File: config.mk
export PLATFORM = sky130hd
export DESIGN_NAME = explosion_scheduler
export DESIGN_NICKNAME = d
export VERILOG_FILES = /design/src/rtl/explosion_scheduler_pkg.sv /design/src/rtl/explosion_fifo.sv /design/src/rtl/explosion_scheduler.sv
export SDC_FILE = /design/constraint.sdc
export NUM_CORES = 1
export LEC_CHECK = 0
export ABC_AREA = 1
export CORE_MARGIN = 2
export CORE_UTILIZATION = 52
export CTS_CLUSTER_DIAMETER = 30
export CTS_CLUSTER_SIZE = 40
export DETAILED_ROUTE_END_ITERATION = 7
export PLACE_DENSITY = 0.79
export SYNTH_ARGS = -nofsm -noshare
export SYNTH_HDL_FRONTEND = slang
export SYNTH_SLANG_ARGS = --single-unit
File: constraint.sdc
create_clock -name i_clk -period 2.9 [get_ports i_clk]
set_input_delay 0.87 -clock i_clk [delete_from_list [all_inputs] [get_ports i_clk]]
set_output_delay 0.87 -clock i_clk [all_outputs]
set_load 0.1 [all_outputs]
File: src/rtl/explosion_scheduler_pkg.sv
// Shared types and screen geometry for the explosion scheduler.
package explosion_scheduler_pkg;

  typedef enum logic [1:0] {
    StIdle,
    StLoad,
    StPlay,
    StGap
  } state_e;

  localparam int unsigned CoordW        = 10;
  localparam int unsigned ScreenW       = 640;
  localparam int unsigned ScreenH       = 480;
  localparam int unsigned PatternRadius = 40;

  // Keep the +/-radius pattern fully on screen.
  localparam logic [CoordW-1:0] HMin = CoordW'(PatternRadius);
  localparam logic [CoordW-1:0] HMax = CoordW'(ScreenW - PatternRadius - 1);
  localparam logic [CoordW-1:0] VMin = CoordW'(PatternRadius);
  localparam logic [CoordW-1:0] VMax = CoordW'(ScreenH - PatternRadius - 1);

  function automatic logic [CoordW-1:0] clamp_coord(input logic [CoordW-1:0] val,
                                                    input logic [CoordW-1:0] lo,
                                                    input logic [CoordW-1:0] hi);
    if (val < lo) return lo;
    if (val > hi) return hi;
    return val;
  endfunction

endpackage

File: src/rtl/explosion_fifo.sv
// Request queue: circular buffer with registered pointers and occupancy count.
module explosion_fifo #(
  parameter int unsigned DEPTH = 4,
  parameter int unsigned WIDTH = 20
) (
  input  logic             i_clk,
  input  logic             i_reset,
  input  logic             i_flush,
  input  logic             i_push,
  input  logic             i_pop,
  input  logic [WIDTH-1:0] i_wdata,
  output logic [WIDTH-1:0] o_rdata,
  output logic             o_full,
  output logic             o_empty
);

  localparam int unsigned PtrW = $clog2(DEPTH);
  localparam int unsigned CntW = PtrW + 1;

  logic [WIDTH-1:0] r_mem [DEPTH];
  logic [PtrW-1:0]  r_wr_ptr;
  logic [PtrW-1:0]  r_rd_ptr;
  logic [CntW-1:0]  r_count;
  logic             w_do_push;
  logic             w_do_pop;

  assign o_full    = (r_count == CntW'(DEPTH));
  assign o_empty   = (r_count == '0);
  assign w_do_push = i_push & ~o_full & ~i_flush;
  assign w_do_pop  = i_pop & ~o_empty & ~i_flush;
  assign o_rdata   = r_mem[r_rd_ptr];

  // Storage write; contents need no reset since count gates visibility.
  always_ff @(posedge i_clk) begin
    if (w_do_push) begin
      r_mem[r_wr_ptr] <= i_wdata;
    end
  end

  // Pointers wrap naturally because DEPTH is a power of two.
  always_ff @(posedge i_clk) begin
    if (i_reset || i_flush) begin
      r_wr_ptr <= '0;
      r_rd_ptr <= '0;
      r_count  <= '0;
    end else begin
      if (w_do_push) r_wr_ptr <= r_wr_ptr + PtrW'(1);
      if (w_do_pop)  r_rd_ptr <= r_rd_ptr + PtrW'(1);
      case ({w_do_push, w_do_pop})
        2'b10:   r_count <= r_count + CntW'(1);
        2'b01:   r_count <= r_count - CntW'(1);
        default: r_count <= r_count;
      endcase
    end
  end

endmodule

File: src/rtl/explosion_scheduler.sv
// Queues explosion requests and plays them one at a time, paced by frame ticks.
module explosion_scheduler
  import explosion_scheduler_pkg::*;
#(
  parameter int unsigned DEPTH            = 4,
  parameter int unsigned FRAMES_PER_PHASE = 8,
  parameter int unsigned NUM_PHASES       = 4,
  parameter int unsigned GAP_FRAMES       = 2
) (
  input  logic              i_clk,
  input  logic              i_reset,
  input  logic              i_frame_tick,
  input  logic              i_req_valid,
  input  logic [CoordW-1:0] i_req_h,
  input  logic [CoordW-1:0] i_req_v,
  output logic              o_req_ready,
  input  logic              i_flush,
  output logic              o_destroy,
  output logic [32:0]       o_dH,
  output logic [32:0]       o_dV,
  output logic [1:0]        o_phase,
  output logic              o_busy,
  output logic              o_done
);

  localparam int unsigned FrameW = (FRAMES_PER_PHASE > 1) ? $clog2(FRAMES_PER_PHASE) : 1;
  localparam int unsigned GapW   = (GAP_FRAMES > 1) ? $clog2(GAP_FRAMES) : 1;

  localparam logic [FrameW-1:0] FrameLast = FrameW'(FRAMES_PER_PHASE - 1);
  localparam logic [GapW-1:0]   GapLast   = GapW'((GAP_FRAMES > 0) ? GAP_FRAMES - 1 : 0);
  localparam logic [1:0]        PhaseLast = 2'(NUM_PHASES - 1);

  state_e              r_state;
  logic                r_destroy;
  logic                r_done;
  logic [1:0]          r_phase;
  logic [FrameW-1:0]   r_frame;
  logic [GapW-1:0]     r_gap;
  logic [CoordW-1:0]   r_dh;
  logic [CoordW-1:0]   r_dv;

  logic                w_push;
  logic                w_pop;
  logic                w_full;
  logic                w_empty;
  logic [2*CoordW-1:0] w_wdata;
  logic [2*CoordW-1:0] w_rdata;

  // Full comes from the registered count, so a same-cycle pop never frees a slot early.
  assign o_req_ready = ~w_full;
  assign w_push      = i_req_valid & ~w_full & ~i_flush;
  assign w_pop       = (r_state == StLoad) & ~i_flush;
  assign w_wdata     = {clamp_coord(i_req_h, HMin, HMax), clamp_coord(i_req_v, VMin, VMax)};

  explosion_fifo #(
    .DEPTH (DEPTH),
    .WIDTH (2 * CoordW)
  ) u_fifo (
    .i_clk   (i_clk),
    .i_reset (i_reset),
    .i_flush (i_flush),
    .i_push  (w_push),
    .i_pop   (w_pop),
    .i_wdata (w_wdata),
    .o_rdata (w_rdata),
    .o_full  (w_full),
    .o_empty (w_empty)
  );

  // Playback FSM; every visible output is a register updated here.
  always_ff @(posedge i_clk) begin
    if (i_reset || i_flush) begin
      r_state   <= StIdle;
      r_destroy <= 1'b0;
      r_done    <= 1'b0;
      r_phase   <= '0;
      r_frame   <= '0;
      r_gap     <= '0;
      if (i_reset) begin
        r_dh <= '0;
        r_dv <= '0;
      end
    end else begin
      r_done <= 1'b0;
      unique case (r_state)
        StIdle: begin
          if (!w_empty) r_state <= StLoad;
        end
        StLoad: begin
          r_dh      <= w_rdata[2*CoordW-1:CoordW];
          r_dv      <= w_rdata[CoordW-1:0];
          r_phase   <= '0;
          r_frame   <= '0;
          r_destroy <= 1'b1;
          r_state   <= StPlay;
        end
        StPlay: begin
          if (i_frame_tick) begin
            if (r_frame == FrameLast) begin
              r_frame <= '0;
              if (r_phase == PhaseLast) begin
                r_done    <= 1'b1;
                r_destroy <= 1'b0;
                r_gap     <= '0;
                if (GAP_FRAMES == 0) begin
                  r_state <= w_empty ? StIdle : StLoad;
                end else begin
                  r_state <= StGap;
                end
              end else begin
                r_phase <= r_phase + 2'd1;
              end
            end else begin
              r_frame <= r_frame + FrameW'(1);
            end
          end
        end
        StGap: begin
          if (i_frame_tick) begin
            if (r_gap == GapLast) begin
              r_state <= w_empty ? StIdle : StLoad;
            end else begin
              r_gap <= r_gap + GapW'(1);
            end
          end
        end
        default: r_state <= StIdle;
      endcase
    end
  end

  // Busy is decoded from registered state and count only.
  assign o_busy    = (r_state != StIdle) | ~w_empty;
  assign o_destroy = r_destroy;
  assign o_done    = r_done;
  assign o_phase   = r_phase;
  assign o_dH      = {23'd0, r_dh};
  assign o_dV      = {23'd0, r_dv};

endmodule
## Yosys cells after proc, flatten, opt, wreduce, memory -nomap -nowiden

Memory sizes are Yosys's and may differ from the RTL's. A register that Yosys moved wholly into a read port is not among the register bits.
Index checks and enable logic that the tools add are counted.

- Output and inout port bits: 72
- Word-level logic and storage cells: 115
- Register bits: 37
- RAM bits: 80
- Memories kept: 1
- Input bits: 25

Memory list:

| name | words | width | rd ports | clocked after Yosys merged registers in | wr ports | RTL line | text |
|---|---|---|---|---|---|---|---|
| u_fifo.r_mem | 4 | 20 | 1 | 1 | 1 | explosion_fifo.sv:20 | `logic [WIDTH-1:0] r_mem [DEPTH];` |

- Bitwise logic cells: 14
- Mux-type cells: 47
- Add/subtract/negate cells: 7
- Reduce and logical (&&, ||, !) cells: 15
- $lt $le $gt $ge: 4
- Equal/unequal tests: 16

Operators with widths:

| cell | count |
|---|---|
| $mux 10 | 13 |
| $mux 2 | 11 |
| $lt 10x6->1 const B | 2 |
| $ne 2x2->1 const B | 8 |
| $mux 1 | 15 |
| $pmux 3 s2 | 2 |
| $gt 10x10->1 const B | 1 |
| $gt 10x9->1 const B | 1 |
| $reduce_bool 2->1 | 5 |
| $eq 2x2->1 const B | 4 |
| $pmux 2 s4 | 1 |
| $reduce_and 4->1 | 2 |
| $and 1x1->1 | 7 |
| $add 2x1->2 const B | 3 |
| $add 3x1->3 const B | 2 |
| $eq 3x3->1 const B | 2 |
| $mux 3 | 2 |
| $not 1->1 | 6 |
| $reduce_and 6->1 | 1 |
| $reduce_and 5->1 | 1 |
| $eq 2x1->1 const B | 2 |
| $pmux 1 s2 | 2 |
| $pmux 2 s2 | 1 |
| $reduce_and 2->1 | 2 |
| other kinds (7) | 7 |

## Depth between registers and ports, before layout

- Word-level depth: 8
- Gate-level depth with buffers: 13
- Depth with buffers taken out: 13

## Hierarchy

A second synthesis with hierarchy kept.

- Cell total of the unflattened synthesis: 525
- Area total of the unflattened synthesis: 5471.5 µm²

By module, submodules not included:

| module | sequential area each (µm²) | times used | cells each | area each (µm²) |
|---|---|---|---|---|
| explosion_fifo | 2582.5 | 1 | 270 | 3452.1 |
| explosion_scheduler | 800.8 | 1 | 255 | 2019.4 |

## Worst setup path after synthesis

No wires, ideal clock.

- Kind: register -> register
- Start point: register u_fifo.r_count[1]
- End point: memory u_fifo.r_mem[0][0], enable pin
- Period minus slack after synthesis: 2.623 ns
- Library setup time: 0.397 ns
- Stages on the path, launching flop included: 7
- Arrival time: 2.226 ns
- Required time: 2.503 ns
- Buffers on the path: 0
- Setup slack: 0.277 ns
- Path through: dfxtp_1 nor2_2 nand2_1 nand2_2 inv_2 nand2_4 nor2_1

- Cells in the longest elaborated chain, start to end: 8

Ends and longest elaborated chain:

| item | RTL line | text |
|---|---|---|
| from (decl) | explosion_fifo.sv:23 | `logic [CntW-1:0] r_count;` |
| from (signal assigned) | explosion_fifo.sv:50 | `2'b10: r_count <= r_count + CntW'(1);` |
| from (signal assigned) | explosion_fifo.sv:51 | `2'b01: r_count <= r_count - CntW'(1);` |
| from (signal assigned) | explosion_fifo.sv:52 | `default: r_count <= r_count;` |
| $eq 3x3->1 (*) | explosion_fifo.sv:27 | `assign o_full = (r_count == CntW'(DEPTH));` |
| $not 1->1 (*) | -- |  |
| named net o_req_ready | explosion_scheduler.sv:16 | `output logic o_req_ready,` |
| $and 1x1->1 (2 in series) | explosion_scheduler.sv:51 | `assign w_push = i_req_valid & ~w_full & ~i_flush;` |
| $and 1x1->1 (*) (2 in series) | explosion_fifo.sv:29 | `assign w_do_push = i_push & ~o_full & ~i_flush;` |
| $mux 1 (*) | explosion_fifo.sv:35 | `if (w_do_push) begin` |
| $mux 1 (implied by the code) (*) | explosion_fifo.sv:36 | `r_mem[r_wr_ptr] <= i_wdata;` |
| to (decl) | explosion_fifo.sv:20 |  |

The timed path passes the listed nets; every way through them passes the cells marked *.

## Worst setup path in the final report

- Start point: register r_state[0]
- End point: output port o_busy

- Cells in the longest elaborated chain, start to end: 2

Ends and longest elaborated chain:

| item | RTL line | text |
|---|---|---|
| from (decl) | explosion_scheduler.sv:33 | `state_e r_state;` |
| from (signal assigned) | explosion_scheduler.sv:73 | `r_state <= StIdle;` |
| from (signal assigned) | explosion_scheduler.sv:87 | `if (!w_empty) r_state <= StLoad;` |
| from (signal assigned) | explosion_scheduler.sv:95 | `r_state <= StPlay;` |
| $reduce_bool 2->1 | explosion_scheduler.sv:133 | `assign o_busy = (r_state != StIdle) \| ~w_empty;` |
| $or 1x1->1 | explosion_scheduler.sv:133 |  |
| to (decl) | explosion_scheduler.sv:22 | `output logic o_busy,` |

No other way between the ends.

==> flow_metrics.env <==
export IMPL_status="completed"
export IMPL_syn_cell_area_sq_um=5450
export IMPL_finalCritPeriodShare_pct=87.7
export IMPL_start_kind="flip-flop"
export IMPL_clock_skew_final_ns=0.00931
export IMPL_insertion_delay_ns=0.51
export IMPL_root_buffer="clkbuf_8"
export IMPL_num_vias=3608
export IMPL_cp_data_arrival_time_ns=1.67
export IMPL_post_dp_hpwl_um=6190
export IMPL_cts_buffer_depth=2
export IMPL_fp_dieW_um=106
export IMPL_drcViolationCount=0
export IMPL_portBuffers=50
export IMPL_grt_pass1_vias=3533
export IMPL_crit_path_max_fanout=6
export IMPL_max_freq_ghz=0.393
export IMPL_ant_nets=0
export IMPL_cts_buffers=17
export IMPL_synth_top_area_cell="edfxtp_1"
export IMPL_drt_iter0_drc=251
export IMPL_grt_max_degree=41
export IMPL_synth_seq_cells=119
export IMPL_die_area_sq_um=11300
export IMPL_gr_usage_all_layers_pct=19.3
export IMPL_ios=97
export IMPL_tns_ns=0
export IMPL_hold_depth=2
export IMPL_tritoncts="done"
export IMPL_cap_violations=0
export IMPL_min_period_ns=2.54
export IMPL_hold_path_class="reg2reg"
export IMPL_tightest_slew_ns=0.784
export IMPL_reg2reg_slack_ns=0.85
export IMPL_start_util_pct=53.2
export IMPL_finalHoldViolations=0
export IMPL_route_met3_wl_um=788
export IMPL_cts_setup_buffers=0
export IMPL_ctsHoldBuffers=0
export IMPL_rsz0062_at_grt="no"
export IMPL_area_delta_synth_final_pct=17.5
export IMPL_peakVddDrop_uv=372
export IMPL_synth_top_area_share_pct=55.1
export IMPL_setup_viol=0
export IMPL_synthTopCellsByArea="edfxtp_1 55%, dfxtp_1 7.0%, nor2_1 6.7%, buf_4 6.5%, a21oi_1 3.2%"
export IMPL_clk_pin_slew_ns=0.06
export IMPL_yosys_warnings=0
export IMPL_nets=606
export IMPL_grt_pass1_wl_um=16700
export IMPL_crit_required_ns=2.03
export IMPL_coreArea_sq_um=10200
export IMPL_viasPerCell=5.03
export IMPL_yosysSeqAreaShare_pct=62.1
export IMPL_crit_type="reg2out"
export IMPL_met2WireLength_um=5310
export IMPL_avgSynthCellArea_sq_um=10.8
export IMPL_cts_resized=0
export IMPL_dr_pass1_iters=4
export IMPL_cts_sinks=119
export IMPL_antenna_cells=0
export IMPL_wirelength_um=10300
export IMPL_power_density_nw_per_um2=716
export IMPL_routed_top_layer="met4"
export IMPL_endpoint_kind="output port"
export IMPL_gp_congestion=0.825
export IMPL_syn_inst=505
export IMPL_cts_htree_levels=4
export IMPL_drive_gt1_share_pct=14.8
export IMPL_dieHeight_um=106
export IMPL_wl_per_cell_um=14.4
export IMPL_maxSlewViolCount=0
export IMPL_synth_cell_types=32
export IMPL_r2r_cells=10
export IMPL_grt_overflow=0
export IMPL_rows=37
export IMPL_whs_ns=0.464
export IMPL_met1Wirelength_um=4160
export IMPL_p_leak_nw=2.52
export IMPL_antenna_found_initial=0
export IMPL_slew_headroom_pct=47.7
==> worst max-delay path, cell delays in order, from the launching register on <==
cell and delay, ns:
dfxtp_1 0.42, inv_1 0.09, ha_1 0.22, nand3_1 0.12, buf_4 0.31
==> final timing paths <==
check | startpoint | end
setup / recovery | r_state[0] | o_busy
hold / removal | o_destroy | o_destroy
setup reg to reg | r_state[0] | u_fifo.r_count[2]
hold reg to reg | o_destroy | o_destroy
==> power by group <==
part / internal, mW / leakage (nW) / switching (mW) / total (mW)
sequential: 1.91 / 1.08 / 0.0176 / 1.93
clock: 1.22 / 0.260 / 0.754 / 1.98
combinational: 0.109 / 1.17 / 0.566 / 0.675
==> Yosys cell counts <==
cell type / number
a21oi_1: 35
a31oi_1: 1
buf_2: 3
buf_4: 47
buf_6: 7
clkbuf_1: 4
clkbuf_2: 2
conb_1: 1
dfxtp_1: 19
edfxtp_1: 100
fa_1: 1
ha_1: 12
inv_1: 44
inv_2: 4
nand2_1: 34
nand2_2: 3
nand2_4: 4
nand3_1: 10
nand3_2: 3
nand3b_1: 3
nand4_1: 3
nor2_1: 97
nor2_2: 1
nor2_4: 2
nor3_1: 2
nor3_2: 2
o21ai_0: 20
o21ai_1: 35
o21bai_1: 3
or2_1: 1
or2_4: 1
xor2_1: 1
==> state kept, by name, indices dropped and copies added (netlist names), named ones only <==
name             cells
u_fifo.r_mem        80
r_dh                10
r_dv                10
r_frame              3
u_fifo.r_count       3
o_phase              2
r_state              2
u_fifo.r_rd_ptr      2
u_fifo.r_wr_ptr      2
o_destroy            1
o_done               1
r_gap                1
==> routing by layer <==
layer,GRT usage [%],up-vias
met5,0,-
met4,7.89,0
met3,4.97,9
met2,32.7,172
met1,23.4,1698
li1,-,1729
==> metrics by stage <==
stage          cell area (sq um)  instances  setup slack (ns)  util, %  power, mW
2_1_floorplan               5630        554             0.277        -       2.57
3_3_place_gp                5830        685             0.184     57.0       2.63
6_report                    6400        717             0.358     62.6       4.58
4_1_cts                     6400        717             0.348     62.6       4.61
5_1_grt                     6400        717             0.241     62.6       4.73
3_5_place_dp                5830        685            0.0989     57.0       2.64
==> cell families after synthesis <==
family,synth area share (%)
fa+ha+maj,3.12
other cells,0.0688
simple gates,13.8
xor+xnor,0.161
buf+inv,12.0
flops,62.1
compound gates,8.80
==> placed cells by master, fill, tap and decap left out, types with 3 or more instances in the layout <==
cell type / instances
conb_1: 50
nand3_1: 10
edfxtp_1: 100
nand2_2: 3
clkdlybuf4s50_1: 24
inv_2: 4
buf_4: 34
clkinvlp_4: 6
o21ai_0: 20
nand4_1: 3
a21oi_1: 35
o21ai_1: 35
dfxtp_1: 19
clkinv_4: 4
clkbuf_16: 16
inv_1: 44
nand3_2: 3
nand2_4: 4
nand3b_1: 3
nor2_1: 97
ha_1: 12
nand2_1: 34
==> final cells by class <==
class                   count  area, sq um
clock inverters            14          154
repair buffers             58          495
fillers                   800         3830
flip-flops and latches    119         3380
clock buffers              18          418
inverters                  48          180
multi-input cells         324         1600
well taps                 136          170
Power figures use the tool's default switching activity.
